$ cat src/rtl/sensor_scan_ctrl.sv
// Linear image sensor scan controller: sensor clock divider, ST integration pulse, pixel capture on TRG, EOC/timeout handling.
// Optional frame counter output FRAME_CNT is built only when SCAN_CTRL_FRAME_CNT_EN is defined.
module sensor_scan_ctrl #(
    parameter int DIV       = 8,
    parameter int INTEG_CYC = 6000,
    parameter int NPIX      = 1024,
    parameter int TIMEOUT   = 4096
) (
    input  logic        FPGA_CLK,
    input  logic        FPGA_RST,
    input  logic        START,
    input  logic        CONT,
    input  logic        TRG,
    input  logic        EOC,
    input  logic [11:0] ADC_DATA,
    output logic        SENSOR_CLK,
    output logic        ST,
    output logic        PIX_VALID,
    output logic [11:0] PIX_DATA,
    output logic [10:0] PIX_INDEX,
    output logic        FRAME_DONE,
    output logic        BUSY,
`ifdef SCAN_CTRL_FRAME_CNT_EN
    output logic [15:0] FRAME_CNT,
`endif
    output logic        ERR_TIMEOUT
);

    localparam int DW   = $clog2(DIV);
    localparam int CMAX = (INTEG_CYC > TIMEOUT) ? INTEG_CYC : TIMEOUT;
    localparam int CW   = $clog2(CMAX) + 1;

    typedef enum logic [2:0] {IDLE, INTEG, READOUT, DONE, ERR} state_t;

    state_t          state_q;
    logic [DW-1:0]   div_q;
    logic            sclk_q;
    logic            sclk_rise;
    logic [CW-1:0]   cyc_q;
    logic [10:0]     pix_cnt_q;
    logic            start_pend_q;
    logic            st_q, pix_valid_q, frame_done_q, busy_q, err_q;
    logic [11:0]     pix_data_q;
    logic [10:0]     pix_index_q;
    logic            go_integ;
    logic [1:0]      async_in;
    logic [1:0]      rise;
`ifdef SCAN_CTRL_FRAME_CNT_EN
    logic [15:0]     frame_cnt_q;
    assign FRAME_CNT = frame_cnt_q;
`endif

    // Free-running divider; sclk_rise marks the cycle whose edge drives SENSOR_CLK 0->1.
    always_ff @(posedge FPGA_CLK) begin
        if (FPGA_RST) begin
            div_q  <= '0;
            sclk_q <= 1'b0;
        end else if (div_q == DW'(DIV - 1)) begin
            div_q  <= '0;
            sclk_q <= ~sclk_q;
        end else begin
            div_q  <= div_q + DW'(1);
        end
    end
    assign sclk_rise = (div_q == DW'(DIV - 1)) && !sclk_q;

    // Bit 0 = TRG, bit 1 = EOC: two sync flops plus one history flop for edge detection.
    assign async_in = {EOC, TRG};
    for (genvar gi = 0; gi < 2; gi++) begin : g_sync
        logic [2:0] sync_q;
        always_ff @(posedge FPGA_CLK) begin
            if (FPGA_RST) sync_q <= '0;
            else          sync_q <= {sync_q[1:0], async_in[gi]};
        end
        assign rise[gi] = sync_q[1] & ~sync_q[2];
    end

    assign go_integ = sclk_rise &&
                      (((state_q == IDLE) && (START || start_pend_q)) ||
                       ((state_q == DONE) && CONT));

    always_ff @(posedge FPGA_CLK) begin
        if (FPGA_RST) begin
            state_q      <= IDLE;
            cyc_q        <= '0;
            pix_cnt_q    <= '0;
            start_pend_q <= 1'b0;
            st_q         <= 1'b0;
            pix_valid_q  <= 1'b0;
            frame_done_q <= 1'b0;
            busy_q       <= 1'b0;
            err_q        <= 1'b0;
            pix_data_q   <= '0;
            pix_index_q  <= '0;
`ifdef SCAN_CTRL_FRAME_CNT_EN
            frame_cnt_q  <= '0;
`endif
        end else begin
            pix_valid_q  <= 1'b0;
            frame_done_q <= 1'b0;
            case (state_q)
                IDLE: begin
                    if (START) begin
                        start_pend_q <= 1'b1;
                        err_q        <= 1'b0;
                    end
                end
                INTEG: begin
                    if (sclk_rise) begin
                        if (cyc_q == CW'(INTEG_CYC - 1)) begin
                            state_q <= READOUT;
                            st_q    <= 1'b0;
                            cyc_q   <= '0;
                        end else begin
                            cyc_q   <= cyc_q + CW'(1);
                        end
                    end
                end
                READOUT: begin
                    if (rise[0] && (pix_cnt_q < 11'(NPIX))) begin
                        pix_data_q  <= ADC_DATA;
                        pix_index_q <= pix_cnt_q;
                        pix_valid_q <= 1'b1;
                        pix_cnt_q   <= pix_cnt_q + 11'd1;
                    end
                    // EOC wins over a timeout expiring in the same cycle.
                    if (rise[1]) begin
                        state_q      <= DONE;
                        frame_done_q <= 1'b1;
`ifdef SCAN_CTRL_FRAME_CNT_EN
                        frame_cnt_q  <= frame_cnt_q + 16'd1;
`endif
                    end else if (sclk_rise) begin
                        if (cyc_q == CW'(TIMEOUT - 1)) begin
                            state_q <= ERR;
                            err_q   <= 1'b1;
                        end else begin
                            cyc_q   <= cyc_q + CW'(1);
                        end
                    end
                end
                DONE: begin
                    if (!CONT) begin
                        state_q <= IDLE;
                        busy_q  <= 1'b0;
                    end
                end
                ERR: begin
                    state_q <= IDLE;
                    busy_q  <= 1'b0;
                end
                default: begin
                    state_q <= IDLE;
                    busy_q  <= 1'b0;
                end
            endcase
            // Integration entry overrides the per-state updates above.
            if (go_integ) begin
                state_q      <= INTEG;
                st_q         <= 1'b1;
                busy_q       <= 1'b1;
                cyc_q        <= '0;
                pix_cnt_q    <= '0;
                start_pend_q <= 1'b0;
            end
        end
    end

    assign SENSOR_CLK  = sclk_q;
    assign ST          = st_q;
    assign PIX_VALID   = pix_valid_q;
    assign PIX_DATA    = pix_data_q;
    assign PIX_INDEX   = pix_index_q;
    assign FRAME_DONE  = frame_done_q;
    assign BUSY        = busy_q;
    assign ERR_TIMEOUT = err_q;

endmodule

$ cat config.mk
export PLATFORM = sky130hd
export DESIGN_NAME = sensor_scan_ctrl
export DESIGN_NICKNAME = d
export VERILOG_FILES = /design/src/rtl/sensor_scan_ctrl.sv
export SDC_FILE = /design/constraint.sdc
export NUM_CORES = 1
export LEC_CHECK = 0
export CORE_UTILIZATION = 59
export CTS_BUF_LIST = sky130_fd_sc_hd__clkbuf_4
export CTS_CLUSTER_SIZE = 20
export DETAILED_ROUTE_END_ITERATION = 6
export GPL_TIMING_DRIVEN = 0
export PLACE_DENSITY = 0.95
export SYNTH_ARGS = -nofsm -noshare
export SYNTH_HDL_FRONTEND = slang
export SYNTH_SLANG_ARGS = --single-unit
$ cat constraint.sdc
create_clock -name FPGA_CLK -period 4.5 [get_ports FPGA_CLK]
set_input_delay 0.9 -clock FPGA_CLK [delete_from_list [all_inputs] [get_ports FPGA_CLK]]
set_output_delay 0.9 -clock FPGA_CLK [all_outputs]
set_load 0.005 [all_outputs]
==> flow_metrics.tcl <==
set metrics [dict create \
    synth_area_um2 2850 \
    netlist_top_cells_count "dfxtp_1 (67), nand2_1 (61), a21oi_1 (48), nor2_1 (22), nand3_1 (11)" \
    synth_cells 328 \
    tightest_slew_ns 0.737 \
    cts.sinks 67 \
    clock_path_buffers 2 \
    async_flop_share_pct 0 \
    initial_core_util_pct 63.2 \
    crit_path_start "START" \
    final_antenna_net_count 0 \
    finClkSkew_ns 0.0165 \
    avgSynthCellArea_um2 8.69 \
    max_freq_mhz 399 \
    place_area_um2 3370 \
    std_cell_rows 24 \
    endpoint_kind "register" \
    synth_area_leaders "dfxtp_1 (47%), a21oi_1 (8.4%), nand2_1 (8.0%), nor2_1 (2.9%), nand4_1 (2.2%)" \
    post_cts_resized 0 \
    power.static_leakage_nw 1.18 \
    hpwl_mm 4.46 \
    drive_gt1_share_pct 9.23 \
    worst_slack_ns 2.00 \
    synth_top_area_share_pct 47.1 \
    track_usage_pct 27.4 \
    synth.distinct_cells 50 \
    yosys-mux-area-fraction_pct 0 \
    grt_pass1_wl_mm 10.9 \
    critPathMaxFanout 10 \
    power_density_nw_per_um2 281 \
    arrival_ns 2.78 \
    cts_hold_buf 0 \
    slew_violations 0 \
    hold_class "register to register" \
    grt-ovfl-total 0 \
    ys.warnings.count 0 \
    drt_iter0_drc 157 \
    synth_seq_cells 67 \
    crit_path_start_kind "primary input" \
    coreArea_um2 4500 \
    fin_tns_setup_ns 0 \
    via_per_inst 5.87 \
    fin_crit_sh_pct 55.6 \
    synth_top_family_by_area "simple AND/OR/NAND/NOR gates" \
    dieArea_um2 5110 \
    cp.required_ns 4.78 \
    synth-simple-area-share_pct 30.0 \
    design_area_um2 3490 \
    hold_violations 0 \
    ir_worst_vdd_uv 300 \
    drv_cap 0 \
    vias 2595 \
    grt_max_degree 11 \
    synth_seq_area_share_pct 47.1 \
    rrSetupSlack_ns 2.34 \
    path_clk_slew_ns 0.10 \
    die_w_um 71.5 \
    power_uw 980 \
    worstSkewPairLatency_ns 0.41 \
    timing.rr.start "cyc_q[0]" \
    synth_flop_cell "dfxtp_1" \
    routed_wl_mm 6.51 \
    synth_nets 350 \
    die_h_um 71.5 \
    port_buffers 46 \
    drt_pass1_iterations 5 \
    tritoncts "built" \
    io_pins 47 \
    drc 0 \
    dpl_worst_slack_ns 1.66 \
    place.gp.congestion 0.914 \
    setup_viol 0 \
    synth_edf_count 0 \
    wl_per_cell_um 14.7 \
    cts_root_buf "clkbuf_4" \
    areaGrowthSynthToFinish_pct 22.4 \
    diodes 0 \
    synthXorXnorAreaFrac_pct 2.15 \
    status "finished, final reports clean" \
    slew_headroom_pct 50.9 \
    synth_top_cell_by_area "dfxtp_1" \
    h-tree-depth 3 \
    worstSetupPathType "primary input to register" \
    post-cts-setup-buffer-count 0 \
    cts_made_buffers 9 \
    grt_pass1_vias 2507 \
    antenna_found_initial 0 \
    fin_crit_ns 2.50 \
    grt_setup_unrepaired "false" \
    synth_compound_area_share_pct 15.3 \
    layout.nets 407 \
    yosysMostFrequentCell "dfxtp_1" \
    min_from "div_q[0]" \
    synth_fa_ha_area_share_pct 1.76 \
]
-- power by group --
group          leakage [nW]  internal (mW)  switching, mW
Sequential            0.541          0.598        0.00203
Combinational         0.566         0.0207         0.0194
Clock                0.0715          0.136          0.204
Total                  1.18          0.755          0.225
-- layout by cell type (no fill, tap or decap), types with 2 or more instances in the layout --
master | Yosys | routed
a21oi_1 | 48 | 48
a41oi_1 | 2 | 2
and3_1 | 3 | 3
buf_4 | 4 | 4
buf_6 | 2 | 2
clkbuf_1 | 9 | 9
clkbuf_4 | 0 | 13
clkdlybuf4s50_1 | 0 | 46
clkinv_2 | 0 | 3
dfxtp_1 | 67 | 67
ha_1 | 4 | 4
inv_1 | 4 | 4
nand2_1 | 61 | 61
nand2b_1 | 6 | 6
nand3_1 | 11 | 11
nand3_4 | 2 | 2
nand3b_1 | 2 | 2
nand4_1 | 10 | 10
nor2_1 | 22 | 22
nor2b_1 | 8 | 8
nor3_1 | 5 | 5
nor3b_1 | 5 | 5
o211ai_1 | 2 | 2
o21ai_0 | 7 | 7
o21ai_1 | 3 | 3
o22ai_1 | 2 | 2
o31ai_1 | 4 | 4
or3_1 | 5 | 5
xor2_1 | 6 | 6
-- cells by family after synthesis --
group                      Yosys count
xor gates and xnor gates             7
adders and majority gates            4
and+or+nand+nor                    155
buffers and inverters               20
AOI/OAI and AO/OA                   75
DFF                                 67
-- flip-flops by register name, summed over array words and instances, names as in the netlist, 3 cells and up --
register	flops
state_q	3
PIX_INDEX	11
g_sync.sync_q	6
cyc_q	14
pix_cnt_q	11
PIX_DATA	12
div_q	3
-- final timing paths --
path / to / depth (start not counted)
worst min-delay path: div_q[0] / 1
worst min register to register: div_q[0] / 1
worst max-delay path: cyc_q[0] / 6
worst max register to register: cyc_q[9] / 6
-- per-stage QoR --
step | std cells | hold slack (ns) | util [%]
2_1_floorplan | 328 | 0.404 | -
3_3_place_gp | 426 | 0.416 | 74.9
3_5_place_dp | 426 | 0.424 | 74.9
4_1_cts | 442 | 0.439 | 77.4
5_1_grt | 442 | 0.455 | 77.4
6_report | 442 | 0.435 | 77.4
-- routing by layer --
layer	global-route usage [%]	share of wire, %	wire (um)
met3	5.49	6.4	414
met1	31.8	41	2690
met2	47.5	50	3250
met4	14.8	2.5	164
met5	0	0	0
-- critical path, stage by stage --
cell and delay [ns]:
clkdlybuf4s50_1 0.48, nor2_1 0.05, o31ai_1 0.45, a21o_1 0.33, buf_1 0.45, o31ai_1 0.13
-- layout make-up --
| cell class | instances | area, um2 |
|---|---|---|
| buffer | 16 | 90.1 |
| multi-input combinational | 241 | 1400 |
| clock inverter | 3 | 15.0 |
| fill | 292 | 1020 |
| timing repair buffer | 46 | 460 |
| sequential | 67 | 1340 |
| inverter | 4 | 15.0 |
| tap | 52 | 65.1 |
| clock buffer | 13 | 97.6 |
Power figures use the tool's default switching activity.
